$ cat src/rtl/ctrl_decode_pipe.sv
// ctrl_decode_pipe: registered ID-stage control decoder with a
// destination-register scoreboard for data-hazard stalls.
//
// Ports:
//   clk, rst_n            clock, asynchronous active-low reset
//   in_valid / in_ready   IF/ID handshake (in_ready is combinational)
//   mode, opcode, s_in,   instruction fields
//   i_in, rd, rn, rm,
//   two_src               rm is a real source operand
//   hold                  downstream stall, freezes every register
//   flush                 branch taken in EX, drops the ID instruction
//   out_valid             ID/EX holds a real instruction (0 = bubble)
//   exec_cmd, mem_read,   registered EX/MEM/WB controls, all 0 on a
//   mem_write, wb_en,     bubble
//   imm, b, s_out, out_rd
//   hazard                combinational data-hazard flag for ID
//
// Build option: define CTRL_FORWARDING_EN when an EX/MEM forwarding
// path exists; only load-use against the ID/EX entry then stalls.

module ctrl_decode_pipe #(
   parameter int REG_W     = 4,
   parameter int HAZ_DEPTH = 2
) (
   input  logic             clk,
   input  logic             rst_n,
   input  logic             in_valid,
   output logic             in_ready,
   input  logic [1:0]       mode,
   input  logic [3:0]       opcode,
   input  logic             s_in,
   input  logic             i_in,
   input  logic [REG_W-1:0] rd,
   input  logic [REG_W-1:0] rn,
   input  logic [REG_W-1:0] rm,
   input  logic             two_src,
   input  logic             hold,
   input  logic             flush,
   output logic             out_valid,
   output logic [3:0]       exec_cmd,
   output logic             mem_read,
   output logic             mem_write,
   output logic             wb_en,
   output logic             imm,
   output logic             b,
   output logic             s_out,
   output logic [REG_W-1:0] out_rd,
   output logic             hazard
);

   // Decoded controls for the instruction currently in ID
   logic [3:0] d_cmd;
   logic       d_mr;
   logic       d_mw;
   logic       d_wb;
   logic       d_b;
   logic       d_s;
   logic       d_imm;

   always_comb begin
      d_cmd = 4'b1111;
      d_mr  = 1'b0;
      d_mw  = 1'b0;
      d_wb  = 1'b0;
      d_b   = 1'b0;
      d_s   = 1'b0;
      d_imm = i_in;
      unique case (mode)
         2'b00: begin
            d_s  = s_in;
            d_wb = 1'b1;
            unique case (opcode)
               4'b1101: d_cmd = 4'b0001;
               4'b1111: d_cmd = 4'b1001;
               4'b0100: d_cmd = 4'b0010;
               4'b0101: d_cmd = 4'b0011;
               4'b0010: d_cmd = 4'b0100;
               4'b0110: d_cmd = 4'b0101;
               4'b0000: d_cmd = 4'b0110;
               4'b1100: d_cmd = 4'b0111;
               4'b0001: d_cmd = 4'b1000;
               4'b1010: begin
                  d_cmd = 4'b0100;
                  d_wb  = 1'b0;
               end
               4'b1000: begin
                  d_cmd = 4'b0110;
                  d_wb  = 1'b0;
               end
               default: begin
                  d_cmd = 4'b1111;
                  d_wb  = 1'b0;
               end
            endcase
         end
         2'b01: begin
            d_cmd = 4'b0010;
            d_mr  = s_in;
            d_mw  = ~s_in;
            d_wb  = s_in;
         end
         2'b10: begin
            d_b  = 1'b1;
            d_wb = 1'b0;
         end
         default: begin
            d_wb = 1'b1;
         end
      endcase
   end

   // Scoreboard: entry 0 mirrors ID/EX, higher entries are older
   logic [HAZ_DEPTH-1:0] sb_v;
   logic [HAZ_DEPTH-1:0] sb_wb;
   logic [REG_W-1:0]     sb_rd [HAZ_DEPTH];

   logic [HAZ_DEPTH-1:0] match;

   always_comb begin
      match = '0;
      for (int i = 0; i < HAZ_DEPTH; i++) begin
         match[i] = sb_v[i] && sb_wb[i] &&
                    ((sb_rd[i] == rn) ||
                     (two_src && (sb_rd[i] == rm)));
      end
   end

`ifdef CTRL_FORWARDING_EN
   // Only a load in ID/EX cannot be forwarded in time;
   // mem_read is the ld bit of entry 0.
   assign hazard = in_valid && match[0] && mem_read;
`else
   assign hazard = in_valid && (|match);
`endif

   // flush drops the ID instruction, so it counts as consumed
   logic accept;

   assign accept   = !hold && !flush && in_valid && !hazard;
   assign in_ready = !hold && (flush || (in_valid && !hazard));

   always_ff @(posedge clk or negedge rst_n) begin
      if (!rst_n) begin
         out_valid <= 1'b0;
         exec_cmd  <= 4'b0000;
         mem_read  <= 1'b0;
         mem_write <= 1'b0;
         wb_en     <= 1'b0;
         imm       <= 1'b0;
         b         <= 1'b0;
         s_out     <= 1'b0;
         out_rd    <= '0;
      end else if (!hold) begin
         if (accept) begin
            out_valid <= 1'b1;
            exec_cmd  <= d_cmd;
            mem_read  <= d_mr;
            mem_write <= d_mw;
            wb_en     <= d_wb;
            imm       <= d_imm;
            b         <= d_b;
            s_out     <= d_s;
            out_rd    <= rd;
         end else begin
            out_valid <= 1'b0;
            exec_cmd  <= 4'b0000;
            mem_read  <= 1'b0;
            mem_write <= 1'b0;
            wb_en     <= 1'b0;
            imm       <= 1'b0;
            b         <= 1'b0;
            s_out     <= 1'b0;
            out_rd    <= '0;
         end
      end
   end

   always_ff @(posedge clk or negedge rst_n) begin
      if (!rst_n) begin
         sb_v  <= '0;
         sb_wb <= '0;
         for (int i = 0; i < HAZ_DEPTH; i++) begin
            sb_rd[i] <= '0;
         end
      end else if (!hold) begin
         sb_v[0]  <= accept;
         sb_wb[0] <= accept && d_wb;
         sb_rd[0] <= accept ? rd : '0;
         for (int i = 1; i < HAZ_DEPTH; i++) begin
            sb_v[i]  <= sb_v[i-1];
            sb_wb[i] <= sb_wb[i-1];
            sb_rd[i] <= sb_rd[i-1];
         end
      end
   end

endmodule

$ cat config.mk
export PLATFORM = sky130hd
export DESIGN_NAME = ctrl_decode_pipe
export DESIGN_NICKNAME = d
export VERILOG_FILES = /design/src/rtl/ctrl_decode_pipe.sv
export SDC_FILE = /design/constraint.sdc
export NUM_CORES = 1
export LEC_CHECK = 0
export BUFFER_PORTS_ARGS = -buffer_cell sky130_fd_sc_hd__buf_4
export CORE_MARGIN = 2
export CORE_UTILIZATION = 45
export CTS_CLUSTER_DIAMETER = 80
export DETAILED_ROUTE_END_ITERATION = 8
export GPL_ROUTABILITY_DRIVEN = 0
export PLACE_DENSITY_LB_ADDON = 0.2
export SLEW_MARGIN = 20
export SYNTH_ARGS = -nofsm -noshare
export SYNTH_HDL_FRONTEND = slang
export SYNTH_SLANG_ARGS = --single-unit
$ cat constraint.sdc
create_clock -name clk -period 1.9 [get_ports clk]
set_input_delay 0 -clock clk [delete_from_list [all_inputs] [get_ports clk]]
set_output_delay 0 -clock clk [all_outputs]
set_load 0.01 [all_outputs]
==> results.txt <==
----------------------------------------------------
[Synthesis]
  Share of flip-flops with an asynchronous set or reset ... 100%
  Seq cells post-synth ... 21
  Area of the mapped netlist ... between 1000 and 1500 µm²
  Prevailing post-synth register cell ... sky130_fd_sc_hd__dfrtp_1
  Number of enable flip-flop cells after synthesis ... 0
  Number of distinct library cells after synthesis ... 26
  Largest area contributor in the netlist ... sky130_fd_sc_hd__dfrtp_1
  Proportion of netlist area held by the largest area contributor ... 43.8%
  Mapped Nets ... 132
  Top cells by area in the synthesized netlist ... sky130_fd_sc_hd__dfrtp_1 44%, sky130_fd_sc_hd__a32o_1 10%, sky130_fd_sc_hd__xor2_1 9.5%, sky130_fd_sc_hd__mux2_2 5.6%, sky130_fd_sc_hd__a22o_1 3.6%
  Average instance area after synthesis ... 11.3 µm²
  Sequential fraction of the synthesis area ... 43.8%
  Yosys warning count ... 0
  Gate count of the mapped netlist ... between 100 and 150

[Placement]
  Number of I/O port buffers ... 42
  Final HPWL DP ... about 2100 µm
  Cell Count Post-Placement ... 173

[Power and ir drop]
  Internal power ... 0.683 mW
  Power Total ... 0.949 mW
  Net switching fraction of the power ... 28.0%
  P_leak ... 0.823 nW
  Sequential share of power ... a little over half
  Clock share of power ... 22.6%
  Total power density per cell area ... 565 nW/µm²
  Switching power ... ~0.27 mW
  Max VDD drop ... 0.368 mV
  Combinational cell fraction of total power ... 24.2%

[Floorplanning]
  Height of the die ... 55.6 µm
  Starting Density ... 48.0%
  Number of placement rows ... 18
  Die width ... 55.6 µm
  Count of pins on the block boundary ... 43
  Placeable core area ... 2500 µm²
  Full die area ... 3100 µm²

[Critical path]
  Data required time of the worst path ... ~1.9 ns
  Nature of the critical path startpoint ... flip-flop
  Start-to-end type of the worst setup path ... reg2out
  Arrival time of data at the critical path endpoint ... 1.84 ns
  Crit path capture type ... primary output
  CP max FO ... 5

[Routing]
  Number of iterations in the first detailed-routing pass ... 4
  Routed vias ... 1041
  Via density per instance ... 5.48
  Count of routing violations after the opening detailed-route iteration ... 28
  Post-route ant nets ... 0
  Routed len/inst ... 14.5 µm
  Post-route DRC ... 0
  Overall routed net length ... 2760 µm

[Final layout]
  Finished Layout Cells ... 190
  Count of fill cells added during filler insertion ... 212
  Synth-to-Final Area Change ... 39.9%
  Multi-input gate area ... 622 µm²
  Commonest cells after routing, fill and taps aside ... 51 x sky130_fd_sc_hd__buf_4, 17 x sky130_fd_sc_hd__dfrtp_1, 13 x sky130_fd_sc_hd__xor2_1
  Ratio of cells with drive above 1 in the final layout ... approximately 46%
  Register area ... approximately 530 µm²
  Antenna Diode Count ... 0
  End-of-flow core utilization ... 67.2%
  Most common cell after layout, fill and taps aside ... sky130_fd_sc_hd__buf_4
  Nets ... 187

[Clocking]
  CTS Buffer Depth ... 2
  Number of CTS-inserted buffers ... 3
  Worst-Skew Late Latency ... 0.30 ns
  Master cell of the clock root buffer ... sky130_fd_sc_hd__clkbuf_4
  Number of H-tree branching levels ... 1
  Number of sinks driven by the clock tree ... 21
  CTS clock-pin slew for the worst setup and hold paths ... between 0.1 and 0.15 ns
  Clock tree from TritonCTS ... done

[Global routing]
  Total routing resource utilization after global routing ... 18.5%
  Aggregate global routing overflow ... 0
  Initial antenna violation count ... 0
  Global-route wire length before repair ... 4680 µm
  Maximum number of pins on one net before global-route repair ... 24
  Number of global-route vias before repair ... around 1100

[Timing]
  Fmax ... about 0.54 GHz
  Worst hold margin ... between 0.05 and 0.06 ns
  Pin slew with the least headroom to its limit ... 0.425 ns
  Shortest clock period the worst path allows after layout ... about 1.8 ns
  Final setup fails ... 0
  Tightest slew margin relative to the limit ... 71.6%
  Hold Vio Cnt, Final ... 0
  Final number of max-transition violations ... 0
  Period utilization ... 96.6%
  Max Clock Skew ... 0.000663 ns

[Min path]
  Worst min-delay path class ... in2reg

[Run status]
  Outcome ... finished clean

[Job]
  Number of max-cap violations ... 0

----------------------------------------------------
per-stage QoR:
stage | area [µm²] | worst slack, ns | setup TNS, ns
after global routing | 1680 | -0.0300 | -0.0653
final | 1680 | 0.0645 | 0
after CTS | 1630 | 0.0134 | 0
after floorplan | 1200 | 0.337 | 0
after global placement | 1520 | 0.230 | 0
after detailed placement | 1520 | 0.204 | 0
Yosys cell counts (2+ instances only):
cell type / number
sky130_fd_sc_hd__inv_1: 2
sky130_fd_sc_hd__clkbuf_1: 3
sky130_fd_sc_hd__xor2_1: 13
sky130_fd_sc_hd__and3_1: 2
sky130_fd_sc_hd__nand3_1: 2
sky130_fd_sc_hd__a22o_1: 5
sky130_fd_sc_hd__xnor2_1: 4
sky130_fd_sc_hd__nand2_1: 3
sky130_fd_sc_hd__mux2_2: 6
sky130_fd_sc_hd__nor2_1: 5
sky130_fd_sc_hd__a21oi_1: 2
sky130_fd_sc_hd__o21ai_0: 4
sky130_fd_sc_hd__buf_4: 4
sky130_fd_sc_hd__a32o_1: 12
sky130_fd_sc_hd__dfrtp_1: 21
sky130_fd_sc_hd__nor2b_1: 6
sky130_fd_sc_hd__nand4_1: 3
worst paths after layout:
kind	startpoint	to	slack (ns)	depth (start not counted)
min reg2reg	exec_cmd[2]	exec_cmd[2]	0.51	1
max in group asynchronous	rst_n	sb_rd[6]	1.55	2
min in group asynchronous	rst_n	imm	0.11	2
min	s_in	mem_read	0.05	3
max	sb_rd[6]	hazard	0.06	7
max reg2reg	sb_rd[5]	sb_rd[4]	0.07	7
kinds of logic (layout without fill, tap and decap cells):
kind of cell / count (synthesis) / after routing / synth area share (%)
DFF: 21 / 21 / 43.8
AOI/OAI and AO/OA: 25 / 25 / 18.2
muxes: 6 / 6 / 5.63
buffers and inverters: 10 / 64 / 5.01
and+or+nand+nor: 27 / 27 / 14.9
xor gates and xnor gates: 17 / 17 / 12.4
sequential cells by signal (all words and copies together), names as in the netlist:
signal     cells
mem_read       1
b              1
s_out          1
sb_rd          8
sb_wb          2
exec_cmd       4
sb_v           2
mem_write      1
imm            1
routing by layer:
metal  track usage [%]  share of wire (%)
met4              5.92                1.1
met1              21.9                 42
met5                 0                  0
met3              3.26                4.7
met2              33.7                 52
area by class of cell:
type | instances | area share (%)
Inverter | 2 | 0.447
Clock buffer | 3 | 1.34
Clock inverter | 1 | 0.298
Multi-Input combinational cell | 75 | 37.0
Timing Repair Buffer | 58 | 27.0
Tap cell | 30 | 2.24
Sequential cell | 21 | 31.6
critical path: stages, from the launching register on:
cell	delay [ns]
sky130_fd_sc_hd__dfrtp_2	0.44
sky130_fd_sc_hd__xor2_1	0.20
sky130_fd_sc_hd__nor3_1	0.08
sky130_fd_sc_hd__nand4_1	0.10
sky130_fd_sc_hd__o41ai_2	0.09
sky130_fd_sc_hd__nor3_4	0.22
sky130_fd_sc_hd__and2b_2	0.26
sky130_fd_sc_hd__buf_4	0.14
power groups by stage:
stage          logic, mW  clock network [mW]  registers (mW)
6_report           0.230               0.215           0.504
5_1_grt            0.251               0.247           0.509
4_1_cts            0.223               0.223           0.504
3_5_place_dp       0.211                   0           0.513
3_3_place_gp       0.207                   0           0.511
2_1_floorplan      0.104                   0           0.512
repair_timing:
action | in CTS | in global routing
hold endpoints to repair | 26 | 0
pin swaps | 1 | 5
resized for setup | 0 | 6
buffers inserted | 3 | 4
hold buffers | 6 | 0
setup endpoints to repair | 1 | 9
Note: power is estimated with default switching activity, not from simulation.
